[config.mk]
export PLATFORM = sky130hd
export DESIGN_NAME = seq_mult_acc
export DESIGN_NICKNAME = d
export VERILOG_FILES = /design/src/rtl/seq_mult_acc.sv
export SDC_FILE = /design/constraint.sdc
export NUM_CORES = 1
export LEC_CHECK = 0
export BUFFER_PORTS_ARGS = -buffer_cell sky130_fd_sc_hd__buf_4
export CELL_PAD_IN_SITES_DETAIL_PLACEMENT = 0
export CELL_PAD_IN_SITES_GLOBAL_PLACEMENT = 1
export CORE_MARGIN = 1
export CORE_UTILIZATION = 41
export CTS_CLUSTER_DIAMETER = 200
export DETAILED_ROUTE_END_ITERATION = 16
export PLACE_DENSITY = 0.84
export RECOVER_POWER = 100
export SLEW_MARGIN = 0
export SYNTH_ARGS = -nofsm -noshare
export SYNTH_HDL_FRONTEND = slang
export SYNTH_SLANG_ARGS = --single-unit
export TNS_END_PERCENT = 100
[constraint.sdc]
create_clock -name clk -period 3.99 [get_ports clk]
set_input_delay 0.5985 -clock clk [delete_from_list [all_inputs] [get_ports clk]]
set_output_delay 0.5985 -clock clk [all_outputs]
set_load 0.1 [all_outputs]
[src/rtl/seq_mult_acc.sv]
// Sequential radix-2 shift-add multiplier: one multiplier bit per clock, valid/ready on both sides.
// Define MULT_ACC_EN to add an acc_in port so the block computes acc_in + a*b (one Horner step).
module seq_mult_acc #(
    parameter int WIDTH  = 8,
    parameter bit SIGNED = 1'b1
) (
    input  logic               clk,
    input  logic               rst_n,
    input  logic               in_valid,
    output logic               in_ready,
    input  logic [WIDTH-1:0]   a,
    input  logic [WIDTH-1:0]   b,
`ifdef MULT_ACC_EN
    input  logic [2*WIDTH-1:0] acc_in,
`endif
    output logic               out_valid,
    input  logic               out_ready,
    output logic [2*WIDTH-1:0] result,
    output logic               busy,
    output logic [1:0]         dbg_state
);

    localparam int PW = 2 * WIDTH;
    localparam int SW = (WIDTH > 1) ? $clog2(WIDTH) : 1;

    typedef enum logic [1:0] {
        S_IDLE = 2'd0,
        S_BUSY = 2'd1,
        S_DONE = 2'd2
    } state_t;

    state_t          state_q;
    logic [WIDTH-1:0] mcand_q;
    logic [WIDTH-1:0] mplier_q;
    logic            sign_q;
    logic [PW-1:0]   partial_q;
    logic [SW-1:0]   step_q;
    logic [PW-1:0]   result_q;
    logic            in_ready_q;
    logic            out_valid_q;
    logic            busy_q;
`ifdef MULT_ACC_EN
    logic [PW-1:0]   acc_q;
`endif

    logic            neg_a;
    logic            neg_b;
    logic [WIDTH-1:0] mag_a;
    logic [WIDTH-1:0] mag_b;
    logic [PW-1:0]   addend;
    logic [PW-1:0]   partial_d;
    logic [PW-1:0]   product;
    logic [PW-1:0]   result_d;

    // Magnitudes fit in WIDTH unsigned bits: -2^(WIDTH-1) negates to 2^(WIDTH-1).
    always_comb begin
        neg_a     = (SIGNED != 1'b0) && a[WIDTH-1];
        neg_b     = (SIGNED != 1'b0) && b[WIDTH-1];
        mag_a     = neg_a ? -a : a;
        mag_b     = neg_b ? -b : b;
        addend    = mplier_q[0] ? (PW'(mcand_q) << step_q) : '0;
        partial_d = partial_q + addend;
        product   = sign_q ? -partial_d : partial_d;
`ifdef MULT_ACC_EN
        result_d  = product + acc_q;
`else
        result_d  = product;
`endif
    end

    always_ff @(posedge clk or negedge rst_n) begin
        if (!rst_n) begin
            state_q     <= S_IDLE;
            mcand_q     <= '0;
            mplier_q    <= '0;
            sign_q      <= 1'b0;
            partial_q   <= '0;
            step_q      <= '0;
            result_q    <= '0;
            in_ready_q  <= 1'b1;
            out_valid_q <= 1'b0;
            busy_q      <= 1'b0;
`ifdef MULT_ACC_EN
            acc_q       <= '0;
`endif
        end else begin
            case (state_q)
                S_IDLE: begin
                    if (in_valid) begin
                        mcand_q    <= mag_a;
                        mplier_q   <= mag_b;
                        sign_q     <= neg_a ^ neg_b;
                        partial_q  <= '0;
                        step_q     <= '0;
`ifdef MULT_ACC_EN
                        acc_q      <= acc_in;
`endif
                        state_q    <= S_BUSY;
                        in_ready_q <= 1'b0;
                        busy_q     <= 1'b1;
                    end
                end
                S_BUSY: begin
                    partial_q <= partial_d;
                    mplier_q  <= mplier_q >> 1;
                    step_q    <= step_q + 1'b1;
                    // Last multiplier bit: fold in sign and addend, publish the result.
                    if (step_q == SW'(WIDTH - 1)) begin
                        result_q    <= result_d;
                        state_q     <= S_DONE;
                        busy_q      <= 1'b0;
                        out_valid_q <= 1'b1;
                    end
                end
                S_DONE: begin
                    if (out_ready) begin
                        state_q     <= S_IDLE;
                        out_valid_q <= 1'b0;
                        in_ready_q  <= 1'b1;
                    end
                end
                default: begin
                    state_q     <= S_IDLE;
                    out_valid_q <= 1'b0;
                    in_ready_q  <= 1'b1;
                    busy_q      <= 1'b0;
                end
            endcase
        end
    end

    assign in_ready  = in_ready_q;
    assign out_valid = out_valid_q;
    assign busy      = busy_q;
    assign result    = result_q;
    assign dbg_state = state_q;

endmodule
==> results.md <==
### Timing
* 0 ps — Setup TNS
* 3790 ps — Final Critical Period
* 0 — Final setup violation count
* no — unrepaired setup endpoints after global routing
* 5.85 ps — skew final
* 0 — max-slew violation count
* 264 MHz — maximum clock frequency
* 95.1% — final worst path period share
* 0 — final hold viol count
* 20.1% — worst slew margin relative to its limit
* 1200 ps — pin slew with the least headroom to its limit

### Detailed routing
* 0 — Final ANT Viol Nets
* 5.44 — Vias/cell
* 4 — detailed-router iteration count before antenna repair
* 140 — Iteration-0 DRC Markers
* 9700 um — final routed wirelength across all metal layers
* 0 — count of unresolved DRC violations after routing
* 15.1 um — routed wirelength normalized by instance count
* 3489 — vias

### Critical path
* flip-flop — type of origin of the critical path
* flip-flop to flip-flop — category of the most critical setup path
* 4190 ps — required time of the critical path
* 13 — count of cells along the worst register-to-register path
* 3990 ps — critical path arrival
* 200 ps — slack of the worst reg-to-reg path
* flip-flop — endpoint class of the critical path
* 7 — largest driver fanout on the critical path

### Floorplanning
* 101 um — Chip Width
* 10200 um^2 — die area
* 35 — # rows
* 41 — I/O pin total
* 9370 um^2 — Core Footprint
* 43.0% — initial standard-cell utilization of the core
* 101 um — die height

### Global route
* 3416 — vias in the first global route
* 58 — pin count of the biggest net entering global routing
* met2 — GRT busiest layer
* 0 — overall overflow remaining after global route
* 0 — initial antenna violation count
* 3.59% — GRT met3 Usage
* 25.9% — global-route track usage on met1
* 16300 um — first-pass GRT wire length
* 34.0% — GR met2 Demand/Resource
* 20.3% — Total GRT Usage

### Final layout
* 964 — fill cell count
* 2460 um^2 — area of the multi-input gates
* 548 — number of nets in the finished design
* 49.1% — Final Util
* 0 — number of diodes
* 12.7% — layout cell share with drive strength beyond 1
* 1430 um^2 — Storage cell area
* 14.1% — synthesis-to-layout area growth
* 641 — final cell count without fillers
* 4600 um^2 — Design Area, Final

### Synthesis
* dfrtp_1, nand2_1, o21ai_0, ha_1, xnor2_1 — largest cells by area after synthesis
* 8.58 um^2 — Avg Cell Area, Syn
* 100% — asr flop ratio synth
* 511 — net count after synthesis
* 0 — count of flip-flops with a built-in enable after synthesis
* 57 — number of storage elements in the synthesis netlist
* dfrtp_1 — commonest register cell after synthesis
* 4030 um^2 — area of the mapped netlist
* 0 — synth warn
* 34.8% — fraction of post-synthesis cell area in the top cell type by area
* 35.4% — sequential-to-total area share from yosys stat
* 63 — library cells used by synthesis
* 470 — Post-Synthesis Cells
* nand2_1, dfrtp_1, o21ai_0 — most instantiated cells after synthesis
* nand2_1 — most instantiated library cell after synthesis
* dfrtp_1 — cell type contributing the most total cell area after synthesis

### Clock tree
* 9 — number of clock buffers inserted by TritonCTS
* 3 — total number of H-tree levels
* 70 ps — clock transition time at the flip-flop clock pins of the worst setup and hold paths
* done — TritonCTS clock tree
* 340 ps — clock insertion delay at the later pin of the skew report
* 2 — CTS max path bufs
* 57 — clock sink count
* clkbuf_8 — CTS Root Buffer Type

### Job
* 0 — Max-Cap Viols

### Placement
* 622 — placed cells
* 7310 um — DP Wirelength
* 4450 um^2 — placed inst area
* 0.910 — routability congestion estimate from global placement
* 40 — buffers added on ports

### Hold path
* input pin to async pin — path type of the worst min-delay path

### Outcome
* complete, no violations — status

==> logic make-up (layout without fill, tap and decap cells) <==
logic type	after synthesis	in the layout	synth area share, %
adder cells (fa/ha/maj)	21	21	6.70
XOR/XNOR	32	32	7.14
flip-flops	57	57	35.4
multiplexers	14	14	3.60
buffers and inverters	39	81	3.66
AND/OR/NAND/NOR	174	174	20.6
AO/OA/AOI/OAI	133	133	22.9
==> final cells by class <==
| type | count | share of cell area, % |
|---|---|---|
| Multi-Input combinational cell | 374 | 53.5 |
| Sequential cell | 57 | 31.1 |
| Timing Repair Buffer | 49 | 6.12 |
| Tap cell | 129 | 3.51 |
| Clock buffer | 12 | 3.37 |
| Inverter | 16 | 1.31 |
| Clock inverter | 4 | 1.11 |
==> per-stage QoR <==
step	setup slack [ps]	hold WS [ps]
6_report	196	303
3_3_place_gp	216	467
4_1_cts	31.0	345
3_5_place_dp	47.8	473
5_1_grt	4.79	372
2_1_floorplan	234	303
==> what timing repair did <==
item | 4_1_cts | 5_1_grt
hold buffers | 0 | 0
resized for setup | 0 | 4
buffers inserted | 0 | 3
endpoints found under the setup margin | 0 | 7
==> worst max-delay path: stages (launching register included) <==
cell      delay [ps]
dfrtp_2          420
mux2_2           360
o21ai_1          170
o21ai_0          100
and2_1           160
ha_1             350
and3_1           220
a2111o_1         470
o21a_4           260
o311ai_4         390
o211ai_4         140
o41ai_2          370
xnor2_1          160
o21ai_1           70
==> per-layer routing <==
layer / wire length [um] / vias up
met2: 4640 / 91
met1: 4360 / 1633
met3: 459 / 22
li1: - / 1743
met4: 246 / 0
met5: 0 / -
==> cell usage in the layout (no fill, tap or decap), types with 2 or more instances in the layout <==
cell type and instances:
a211oi_1 3, a21o_1 3, a21oi_1 20, a221o_1 2
a22oi_1 6, and2_1 5, and3_1 7, and4_1 2
buf_4 25, clkbuf_1 24, clkbuf_8 11, dfrtp_1 54
dfrtp_2 2, ha_1 20, inv_1 16, mux2_2 4
mux2i_1 10, nand2_1 69, nand2b_1 7, nand3_1 20
nand4_1 4, nor2_1 32, nor2b_1 11, nor3_1 5
nor4b_1 2, o21a_1 2, o21ai_0 52, o21ai_1 10
o221ai_1 2, o311a_1 4, o31ai_1 5, o31ai_2 2
o41ai_2 2, or2_2 2, or3_1 3, xnor2_1 16
xor2_1 15
==> flip-flops by register name (all words and copies together) (netlist names) <==
signal     count
in_ready       1
mplier_q       8
sign_q         1
step_q         3
partial_q     16
result        16
out_valid      1
busy           1
dbg_state      2
mcand_q        8
==> worst paths after layout <==
check	start	end
max	step_q[1]	result[14]
min	rst_n	partial_q[11]
max reg2reg	step_q[1]	result[14]
min reg2reg	result[1]	result[1]
max in group asynchronous	rst_n	step_q[1]
min in group clk	result[1]	result[1]
Power is left out: the tool's default activity adds up to more than one toggle a clock period on the data nets, which glitch-free logic cannot reach.
